[src/rtl/bias_requant_pipe_pkg.sv]
// Shared helpers for the bias/requant datapath: rounding constant, clamp bounds, clamp and saturation detect.
package bias_pkg;

  localparam int DEF_NUM_CH = 16;
  localparam int CH_W       = $clog2(DEF_NUM_CH);

  // Constant added before the right shift; zero when truncating or not shifting.
  function automatic logic [63:0] rnd_const(input int shift, input int round_en);
    if ((round_en != 0) && (shift > 0)) return 64'd1 << (shift - 1);
    return '0;
  endfunction

  function automatic logic signed [63:0] clamp_hi(input bit is_signed, input int data_w);
    if (is_signed) return (64'sd1 <<< (data_w - 1)) - 64'sd1;
    return (64'sd1 <<< data_w) - 64'sd1;
  endfunction

  function automatic logic signed [63:0] clamp_lo(input bit is_signed, input int data_w);
    if (is_signed) return -(64'sd1 <<< (data_w - 1));
    return 64'sd0;
  endfunction

  // Clamp a wide intermediate into the data_w range (signed or unsigned).
  function automatic logic signed [63:0] sat_clamp(input logic signed [63:0] value,
                                                   input bit is_signed, input int data_w);
    if (value > clamp_hi(is_signed, data_w)) return clamp_hi(is_signed, data_w);
    if (value < clamp_lo(is_signed, data_w)) return clamp_lo(is_signed, data_w);
    return value;
  endfunction

  // High when sat_clamp would have changed the value.
  function automatic bit sat_hit(input logic signed [63:0] value, input bit is_signed, input int data_w);
    return (value > clamp_hi(is_signed, data_w)) || (value < clamp_lo(is_signed, data_w));
  endfunction

endpackage

[src/rtl/bias_requant_pipe_lane.sv]
// One lane: stage 1 adds activation and bias, stage 2 rounds, shifts and clamps.
module bias_lane_requant
  import bias_pkg::*;
#(
  parameter int DATA_W = 8,
  parameter int BIAS_W = 8,
  parameter int SHIFT  = 1,
  parameter int SIGNED = 0,
  parameter int ROUND  = 1
) (
  input  logic              clock_i,
  input  logic              reset_i,
  input  logic              en1_i,
  input  logic              en2_i,
  input  logic [DATA_W-1:0] a_i,
  input  logic [BIAS_W-1:0] b_i,
  output logic [DATA_W-1:0] data_o,
  output logic              sat_o
);

  localparam int             RW  = DATA_W + 2;
  localparam logic [RW-1:0]  RND = RW'(rnd_const(SHIFT, ROUND));

  logic [DATA_W:0]   a_ext, b_ext, sum_d, sum_q;
  logic [RW-1:0]     pre, shifted;
  logic [63:0]       r64;
  logic [DATA_W-1:0] data_d, data_q;
  logic              sat_d, sat_q;

  // Stage 1: extend both operands by one bit and add; the sum cannot overflow DATA_W+1.
  always_comb begin
    a_ext = '0;
    b_ext = '0;
    if (SIGNED != 0) begin
      a_ext = {a_i[DATA_W-1], a_i};
      b_ext = {{(DATA_W + 1 - BIAS_W){b_i[BIAS_W-1]}}, b_i};
    end else begin
      a_ext = {1'b0, a_i};
      b_ext = {{(DATA_W + 1 - BIAS_W){1'b0}}, b_i};
    end
    sum_d = a_ext + b_ext;
  end

  // Stage 2: round, shift (arithmetic when signed), then clamp into the output range.
  always_comb begin
    pre     = '0;
    shifted = '0;
    if (SIGNED != 0) begin
      pre     = {sum_q[DATA_W], sum_q} + RND;
      shifted = RW'($signed(pre) >>> SHIFT);
      r64     = {{(64 - RW){shifted[RW-1]}}, shifted};
    end else begin
      pre     = {1'b0, sum_q} + RND;
      shifted = pre >> SHIFT;
      r64     = {{(64 - RW){1'b0}}, shifted};
    end
    data_d = DATA_W'(sat_clamp(r64, SIGNED != 0, DATA_W));
    sat_d  = sat_hit(r64, SIGNED != 0, DATA_W);
  end

  // Pipeline registers: stage 1 loads on accept, stage 2 loads when stage 1 holds a beat that moves.
  always_ff @(posedge clock_i) begin
    if (reset_i) begin
      sum_q  <= '0;
      data_q <= '0;
      sat_q  <= 1'b0;
    end else begin
      if (en1_i) sum_q <= sum_d;
      if (en2_i) begin
        data_q <= data_d;
        sat_q  <= sat_d;
      end
    end
  end

  assign data_o = data_q;
  assign sat_o  = sat_q;

endmodule

[src/rtl/bias_requant_pipe.sv]
// Per-channel bias add and requantise, SIZE lanes, two-stage valid/ready pipeline.
// Handshake: a beat moves on a side when valid && ready. The whole pipe advances when
// out_ready || !out_valid; in_ready equals that advance, so out_valid/out_data/out_sat/out_ch
// stay stable while out_valid && !out_ready.
module bias_requant_pipe
  import bias_pkg::*;
#(
  parameter int SIZE   = 4,
  parameter int DATA_W = 8,
  parameter int BIAS_W = 8,
  parameter int NUM_CH = 16,
  parameter int SHIFT  = 1,
  parameter int SIGNED = 0,
  parameter int ROUND  = 1
) (
  input  logic                      clock,
  input  logic                      reset,
  input  logic                      in_valid,
  output logic                      in_ready,
  input  logic [SIZE*DATA_W-1:0]    in_data,
  input  logic                      ch_clear,
  input  logic                      bias_we,
  input  logic [$clog2(NUM_CH)-1:0] bias_addr,
  input  logic [SIZE*BIAS_W-1:0]    bias_wdata,
  output logic                      out_valid,
  input  logic                      out_ready,
  output logic [SIZE*DATA_W-1:0]    out_data,
  output logic [SIZE-1:0]           out_sat,
  output logic [$clog2(NUM_CH)-1:0] out_ch
);

  localparam int CW = $clog2(NUM_CH);

  logic [SIZE*BIAS_W-1:0] bias_mem [NUM_CH];
  logic [SIZE*BIAS_W-1:0] bias_rd;
  logic [CW-1:0]          ch_d, ch_q, ch1_q, out_ch_q;
  logic                   v1_q, out_valid_q;
  logic                   advance, accept, load2;

  assign advance  = out_ready || !out_valid_q;
  assign accept   = in_valid && advance;
  assign load2    = advance && v1_q;
  assign in_ready = advance;
  assign bias_rd  = bias_mem[ch_q];

  // Bias table, no reset; a read in the write cycle returns the old entry.
  always_ff @(posedge clock) begin
    if (bias_we) bias_mem[bias_addr] <= bias_wdata;
  end

  // Next channel: clear wins, otherwise step and wrap on each accepted beat.
  always_comb begin
    ch_d = ch_q;
    if (ch_clear) begin
      ch_d = '0;
    end else if (accept) begin
      ch_d = (ch_q == CW'(NUM_CH - 1)) ? '0 : ch_q + 1'b1;
    end
  end

  // Channel counter, stage valids and the channel carried alongside each beat.
  always_ff @(posedge clock) begin
    if (reset) begin
      ch_q        <= '0;
      ch1_q       <= '0;
      out_ch_q    <= '0;
      v1_q        <= 1'b0;
      out_valid_q <= 1'b0;
    end else begin
      ch_q <= ch_d;
      if (accept) ch1_q <= ch_q;
      if (load2) out_ch_q <= ch1_q;
      if (advance) begin
        v1_q        <= in_valid;
        out_valid_q <= v1_q;
      end
    end
  end

  for (genvar i = 0; i < SIZE; i++) begin : g_lane
    bias_lane_requant #(
      .DATA_W (DATA_W),
      .BIAS_W (BIAS_W),
      .SHIFT  (SHIFT),
      .SIGNED (SIGNED),
      .ROUND  (ROUND)
    ) u_lane (
      .clock_i (clock),
      .reset_i (reset),
      .en1_i   (accept),
      .en2_i   (load2),
      .a_i     (in_data[i*DATA_W +: DATA_W]),
      .b_i     (bias_rd[i*BIAS_W +: BIAS_W]),
      .data_o  (out_data[i*DATA_W +: DATA_W]),
      .sat_o   (out_sat[i])
    );
  end

  assign out_valid = out_valid_q;
  assign out_ch    = out_ch_q;

endmodule
[config.mk]
export PLATFORM = sky130hd
export DESIGN_NAME = bias_requant_pipe
export DESIGN_NICKNAME = d
export VERILOG_FILES = /design/src/rtl/bias_requant_pipe_pkg.sv /design/src/rtl/bias_requant_pipe_lane.sv /design/src/rtl/bias_requant_pipe.sv
export SDC_FILE = /design/constraint.sdc
export NUM_CORES = 1
export LEC_CHECK = 0
export BUFFER_PORTS_ARGS = -buffer_cell sky130_fd_sc_hd__clkbuf_2
export CAP_MARGIN = 20
export CORE_MARGIN = 3
export CORE_UTILIZATION = 50
export DETAILED_ROUTE_END_ITERATION = 16
export PLACE_DENSITY = 0.73
export SYNTH_ARGS = -nofsm -noshare
export SYNTH_HDL_FRONTEND = slang
export SYNTH_SLANG_ARGS = --single-unit
[constraint.sdc]
create_clock -name clock -period 9.7 [get_ports clock]
set_input_delay 0.485 -clock clock [delete_from_list [all_inputs] [get_ports clock]]
set_output_delay 0.485 -clock clock [all_outputs]
set_load 0.05 [all_outputs]
Yosys cells after proc, flatten, opt, wreduce, memory -nomap -nowiden
Memory sizes are Yosys's and may differ from the RTL's. A register that Yosys moved wholly into a read port is not among the register bits.
Index checks and enable logic that the tools add are counted.
Widths: inputs -> output; s select.
{"block": "word_totals", "ff_bits": 86, "mem_bits_rw": 512, "inputBits": 74, "elab_cells": 78, "mem_count": 1}
{"name": "bias_mem", "words": 16, "width": 32, "rd": 1, "rd_ports_with_merged_regs": 1, "wr": 1, "line": "bias_requant_pipe.sv:34", "rtl": "logic [SIZE*BIAS_W-1:0] bias_mem [NUM_CH];"}
{"block": "classes", "n_addsub": 9, "order_cmp": 8, "eq_ne": 1, "muxes": 33, "n_reduce_logical": 9}
{"op": "$mux 8", "n": 16}
{"op": "$add 9x1->10 const B", "n": 4}
{"op": "$add 8x8->9", "n": 4}
{"op": "$gt 9x8->1 const B", "n": 4}
{"op": "$lt 9x1->1 const B", "n": 4}
{"op": "$mux 1", "n": 14}
{"op": "$mux 4", "n": 3}
{"op": "$logic_or 1x1->1", "n": 5}
{"op": "$add 4x1->4 const B", "n": 1}
{"op": "$eq 4x4->1 const B", "n": 1}
{"op": "$logic_and 1x1->1", "n": 2}
{"op": "$reduce_or 2->1", "n": 1}
{"op": "$logic_not 1->1", "n": 1}

Depth between registers and ports, before layout
Gate-level depths: netlist of run 1.
{"block": "logic_depth", "ltp_word": 6, "depth_mapped": 11, "mapped_depth_nobuf": 9}

By module
A second synthesis of run 1 with hierarchy kept.
{"block": "unflattened", "hier_cells": 1381, "hier_area_um2": 24280.8}
{"mod": "bias_requant_pipe", "instances": 1, "cells_each": 881, "area_per_inst_um2": 19846.5, "seq_area_each_um2": 15735.1}
{"mod": "bias_lane_requant", "instances": 4, "cells_each": 125, "area_per_inst_um2": 1108.6, "seq_area_each_um2": 360.3}

Least setup slack after synthesis of run 1
No wires, ideal clock.
{"block": "synth_path", "kind": "input to register", "start": "input port bias_addr[2]", "end": "memory bias_mem[0][0] (netlist bit), enable pin", "setup_time_ns": 0.461, "t_arrival_ns": 3.203, "t_required_ns": 9.239, "path_slack_ns": 6.035, "stages": 2, "n_path_buf": 0, "path_cell_list": "or3b_2 nor3_1"}
{"item": "start: declaration", "line": "bias_requant_pipe.sv:23", "rtl": "input logic [$clog2(NUM_CH)-1:0] bias_addr,"}
{"item": "end: declaration", "line": "bias_requant_pipe.sv:34"}
Straight into the memory's write port.

==> results of run 1 <==
[path summary, 6_finish.rpt]
path	start	to	slack, ns	cells after the start
max	flop	g_lane[3].u_lane.sum_q[6]	5.54	9
min	ch_clear	flop	0.13	2
max reg2reg	flop	g_lane[3].u_lane.sum_q[6]	5.54	9
min reg2reg	ch1_q[3]	out_ch[3]	0.46	2
[power breakdown]
| part | leakage, nW | switching [mW] | internal [mW] |
|---|---|---|---|
| logic | 2.85 | 0.219 | 0.134 |
| clock network | 0.893 | 0.912 | 1.30 |
| registers | 5.37 | 0.0330 | 2.88 |
| total | 9.11 | 1.16 | 4.31 |
[cells in the final DEF, fill, tap and decap left out, drive strengths merged, types with 21 or more instances in the layout]
| master | instances |
|---|---|
| inv | 22 |
| clkbuf | 179 |
| nand3 | 31 |
| dfxtp | 90 |
| edfxtp | 512 |
| a211oi | 42 |
| nand2 | 51 |
| a21oi | 39 |
| ha | 37 |
| nor2 | 78 |
| nor3 | 21 |
| buf | 26 |
| mux4 | 160 |
[state kept, by name (all words and copies together), names as in the netlist, named ones only]
signal,count
bias_mem,512
g_lane.u_lane.sat_o,4
v1_q,1
out_valid,1
g_lane.u_lane.sum_q,36
g_lane.u_lane.data_o,32
ch_q,4
ch1_q,4
out_ch,4
[cells by family after synthesis]
| logic type | count (synthesis) | synth area share, % |
|---|---|---|
| AOI/OAI and AO/OA | 159 | 4.422 |
| xor gates and xnor gates | 28 | 0.9894 |
| adders and majority gates | 41 | 2.191 |
| buffers and inverters | 86 | 2.514 |
| DFF | 602 | 69.30 |
| muxes | 163 | 15.86 |
| and+or+nand+nor | 243 | 4.725 |
[synthesized netlist by cell type (13+ instances only)]
master / instances
edfxtp_1: 512
dfxtp_1: 90
mux4_2: 81
mux4_1: 79
nor2_1: 78
nand2_1: 51
a211oi_1: 42
a21oi_1: 39
ha_1: 37
nand3_1: 31
clkbuf_1: 22
nor3_1: 21
inv_1: 19
xnor2_1: 17
buf_6: 16
clkbuf_8: 15
o21ai_0: 13
[per-layer routing]
layer,global-route usage (%),part of all wire (%),vias to the layer above
met5,0,0.15,-
met4,5.426,2.3,12
met3,5.409,8.7,101
met2,33.06,49,506
met1,26.89,40,6439
li1,-,-,5740
[worst reg2reg max path: stages, from the launching register on]
cell	delay, ns
dfxtp_4	0.35
buf_12	0.66
mux4_1	0.77
mux4_2	0.54
ha_1	0.26
fa_1	0.43
a211oi_1	0.37
o21ai_0	0.20
a2111o_1	0.44
nand3_1	0.08
[cell type report]
type / count / area (um2)
fill: 3481 / 20540
sequential: 602 / 17190
multi-input combinational: 634 / 7104
clock buffer: 65 / 1414
tap: 656 / 820.8
timing repair buffer: 140 / 775.7
clock inverter: 35 / 430.4
inverter: 20 / 75.07
antenna: 1 / 2.502
[per-stage QoR]
stage	instance area (um2)	hold WS (ns)	utilization (%)
6_report	27810	0.1307	57.52
5_1_grt	27810	0.1184	57.52
4_1_cts	27810	0.09252	57.52
3_5_place_dp	25960	0.4486	53.70
3_3_place_gp	25960	0.4444	53.70
2_1_floorplan	24790	0.4322	-
==> metrics, run 1 <==
area grow syn2layout 12.20%; FP Rows 80; vias in the first global route roughly 13000; Starting Density about half; clk sinks 602; Placement Setup Slack between 5 and 6 ns; Worst Skew around 0.016 ns; leakage 9.114 nW; Main synth FF type edfxtp_1; WP data required a little over 10 ns; Setup WS post-layout 5.535 ns; Syn Area/Cell about 19 um2; Vias per Instance about 5.9; power per cell area about 200 nW/um2; H-tree Lvls 2; FMAX 240.1 MHz; initial antenna violation count 7; Min-Delay Path Class input port to flop; Yosys Warn Count 0; post-synth cell types 54; DR iter-0 viols roughly 1100; Synth area leaders edfxtp_1, mux4_1, mux4_2; Post-DP HPWL between 20000 and 30000 um; crit path launch type flop; core area a little under 50000 um2; Worst-Margin Slew just over 1 ns; die span in y around 230 um; Tcrit/Tclk final between 40% and 50%; num ports roughly 120; Final Hold Viols 0; Post-synth ARST share 0%; final wirelength 52200 um; I/O Buffers 115; largest net degree at the start of global routing 129; EDFF count, synth a little over 500; synthesized net count between 1000 and 1500; nets between 1500 and 2000; first-pass GRT wire length 80050 um; max incr delay on CP ~0.66 ns; Global Route Usage Sum between 20 and 25%; DRC 0; clock-pin slew on the worst setup and hold paths approximately 0.06 ns; CP Buf/Inv Count 1; Top delay family on crit path multiplexers; grt ovf 0; status finished, final reports clean; critical path peak fanout 128; deepest clock path buffer count 3; Clock Latency Late Sink 0.59 ns; Worst Setup End Kind flop; total power 5.478 mW; post-CTS setup buffer count 0; MaxCap Viol Count 0; maximum vdd ir drop about 0.13 mV; share of layout cells above drive strength 1 approximately 22%; via count 12798; RSZ-0062 raised after global routing false; total placed cells including tap cells between 2000 and 2500; routed len/inst 24.24 um; CTS Buf Count 54; die footprint between 50000 and 60000 um2; WS Path Type flop to flop; Critical Path, Cell by Cell buf_12 > mux4_1 > mux4_2 > ha_1 > fa_1 > a211oi_1 > o21ai_0 > a2111o_1 > nand3_1; register area share after synthesis ~69%; Setup-failing EPs final 0; Yosys top cell by area edfxtp_1; Slew Limit Headroom between 30% and 40%; TritonCTS clock tree yes; Final Non-Filler Cells 2153; worst path arrival time between 4 and 5 ns; share of the synthesized area in the top cell type between 60 and 70%; hold_buf cts 0; GP Congestion between 0.8 and 0.9; Mapped Cells 1322; 1st-pass router iterations 6; die span in x 228.7 um; CTS resizes 0; Seq cells post-synth between 600 and 700; setup_tns 0 ns; DRT antenna net count 0; Max Transition Viols Final 0; Root Buffer clkbuf_16; mapped cell area around 25000 um2; CP max stage cell buf_12; Tmin final about 4.2 ns
Note: power is estimated with default switching activity, not from simulation.
==> run 2, diff against run 1 <==
==> constraint.sdc (replaced) <==
create_clock -name clock -period 4.3 [get_ports clock]
set_input_delay 0.215 -clock clock [delete_from_list [all_inputs] [get_ports clock]]
set_output_delay 0.215 -clock clock [all_outputs]
set_load 0.05 [all_outputs]
==> run 2 against run 1 <==
Effect of this change:
- global-route usage is 0.32 points higher
- wire length grew 2.1%
- worst setup slack worse by 5.1 ns
- clock power rose by 110%
- total power is 120% higher
- utilization increased by 0.093 points
- non-clock buffer count rose by 16
- fmax is 9.1% higher
- flip-flop and latch count unchanged
- die area stayed put
- via count is 1.5% higher
- highest routed layer unchanged
==> metrics, run 2 (synthesis gave the netlist of run 1 again) <==
die footprint 52280 um2 (unchanged); most flop-heavy register bias_mem; Post-DP HPWL 31310 um (+13%); die span in x 228.7 um (unchanged); hold_buf cts 3 (+3); Tcrit/Tclk final 88.80% (+46 points); CTS Buf Count 55 (+1.9%); Min-Delay Path Class input port to flop; Vias per Instance 5.989 (+0.75%); most frequent cells in the layout edfxtp_1, clkbuf_2, dfxtp_1; GRT Max-Usage Layer met2; share of layout cells above drive strength 1 22.08% (+0.28 points); RSZ-0062 raised after global routing false; H-tree Lvls 2 (unchanged); Starting Density 51.27% (unchanged); initial antenna violation count 3 (-4); Worst Setup End Kind flop; Global Route Usage Sum 20.45% (+0.32 points); DRT antenna net count 0 (unchanged); nets 1584 (+1.1%); Finished Cell Area 27850 um2 (+0.16%); clk sinks 602 (unchanged); via count 12996 (+1.5%); first-pass GRT wire length 80700 um (+0.80%); core area 48350 um2 (unchanged); Slew Limit Headroom 25.56% (-6.2 points); setup_tns 0 ns (unchanged); Setup-failing EPs final 0 (unchanged); leakage 9.140 nW (+0.29%); M2 GR Usage 33.90% (+0.84 points); I/O Buffers 115 (unchanged); status finished, final reports clean; Final Non-Filler Cells 2170 (+0.79%); worst reg2reg setup slack 0.48 ns (-5.05 ns); TritonCTS clock tree yes; crit path launch type flop; maximum vdd ir drop 0.3383 mV (+150%); Final Hold Viols 0 (unchanged); WS Path Type flop to flop; flip-flop count of the largest register after layout 512 (unchanged); R2R depth 8 (-1); clock-pin slew on the worst setup and hold paths 0.07 ns (about the same); grt ovf 0 (unchanged); Hold Crit Start bias_wdata[1]; placed cell areas 26110 um2 (+0.57%); post-CTS setup buffer count 0 (unchanged); MaxCap Viol Count 0 (unchanged); critical path peak fanout 31 (-76%); die span in y 228.7 um (unchanged); Worst-Margin Slew 1.114 ns (+0.09333 ns); final wirelength 53280 um (+2.1%); Tmin final 3.819 ns (-0.3464 ns); hold path cells 1 (-1); WP data required 4.78 ns (-5.45 ns); Worst Skew 0.02001 ns (+0.004290 ns); deepest clock path buffer count 3 (unchanged); 1st-pass router iterations 5 (-1); FP Rows 80 (unchanged); routing usage on met3 4.449% (-0.96 points); power per cell area 432.4 nW/um2 (+120%); worst path arrival time 4.30 ns (-0.39 ns); hold endpoint bias_mem[4][1]; FMAX 261.9 MHz (+9.1%); routed len/inst 24.55 um (+1.3%); Max Transition Viols Final 0 (unchanged); area grow syn2layout 12.38%; Clock Latency Late Sink 0.59 ns (about the same); CTS resizes 0 (unchanged); fillers 3480 (-0.029%); GP Congestion 0.8157 (-0.46%); vias in the first global route 13090 (-1.3%); largest net degree at the start of global routing 45 (-65%); leading cell type in the layout, fill and taps excluded edfxtp_1; Critical R2R Capture g_lane[2].u_lane.sum_q[7]; DRC 0 (unchanged); Root Buffer clkbuf_16; fin util 57.61% (+0.093 points); DR iter-0 viols 1413 (+25%); total placed cells including tap cells 2065 (+0.63%); num ports 116 (unchanged); grt met1 use 27.70% (+0.80 points)
==> run 2: changes by cell type in the layout (fill, tap and decap cells not counted), sizes merged <==
| cell | previous run | this run |
|---|---|---|
| buf | 26 | 39 |
| clkinv | 20 | 27 |
| inv | 22 | 21 |
| bufinv | 10 | 5 |
| dlygate4sd3 | 0 | 3 |
==> run 2: power breakdown <==
group	internal (mW)	switching, mW
sequential	6.49	0.0843
combinational	0.312	0.490
clock	2.64	2.03
total	9.44	2.61
==> run 2: through the flow <==
step           hold slack [ns]  total power, mW  setup WS, ns
2_1_floorplan           0.3035            7.223        0.9054
3_3_place_gp            0.4441            7.461        0.5899
3_5_place_dp            0.4488            7.491        0.5300
4_1_cts                0.01371            12.12        0.4455
5_1_grt                0.05099            12.43        0.2689
6_report               0.02497            12.04        0.4814
==> run 2: area by class of cell <==
class                   count  area (um2)  share of cell area, %
flip-flops and latches    602       17190                  61.70
multi-input cells         634        7104                  25.51
clock buffers              65        1414                  5.076
repair buffers            156       953.4                  3.423
well taps                 656       820.8                  2.947
clock inverters            36       297.8                  1.069
inverters                  20       75.07                 0.2695
diodes                      1       2.502               0.008984
==> run 2: worst max-delay path by stage <==
stage	cells past startpoint	endpoint	start
after global routing	8	g_lane[2].u_lane.sum_q[7]	flop
after floorplan	2	bias_mem[0][0]	bias_addr[2]
after global placement	8	g_lane[2].u_lane.sum_q[6]	flop
after CTS	8	g_lane[2].u_lane.sum_q[7]	flop
after detailed placement	8	g_lane[2].u_lane.sum_q[7]	flop
final	8	g_lane[2].u_lane.sum_q[7]	flop
==> run 2: layer usage <==
layer | share of wire (%) | vias up
met5 | 0.051 | -
met4 | 2.3 | 4
met3 | 7.7 | 97
met2 | 49 | 510
met1 | 41 | 6597
li1 | - | 5788
==> run 2: worst max-delay path, cell delays in order (launching register included) <==
cell and delay, ns:
dfxtp_4 0.73, buf_4 0.37, mux4_1 0.63, mux4_2 0.52, ha_1 0.35, o21a_1 0.18, a21oi_1 0.11, or4_1 0.49
a311oi_1 0.29
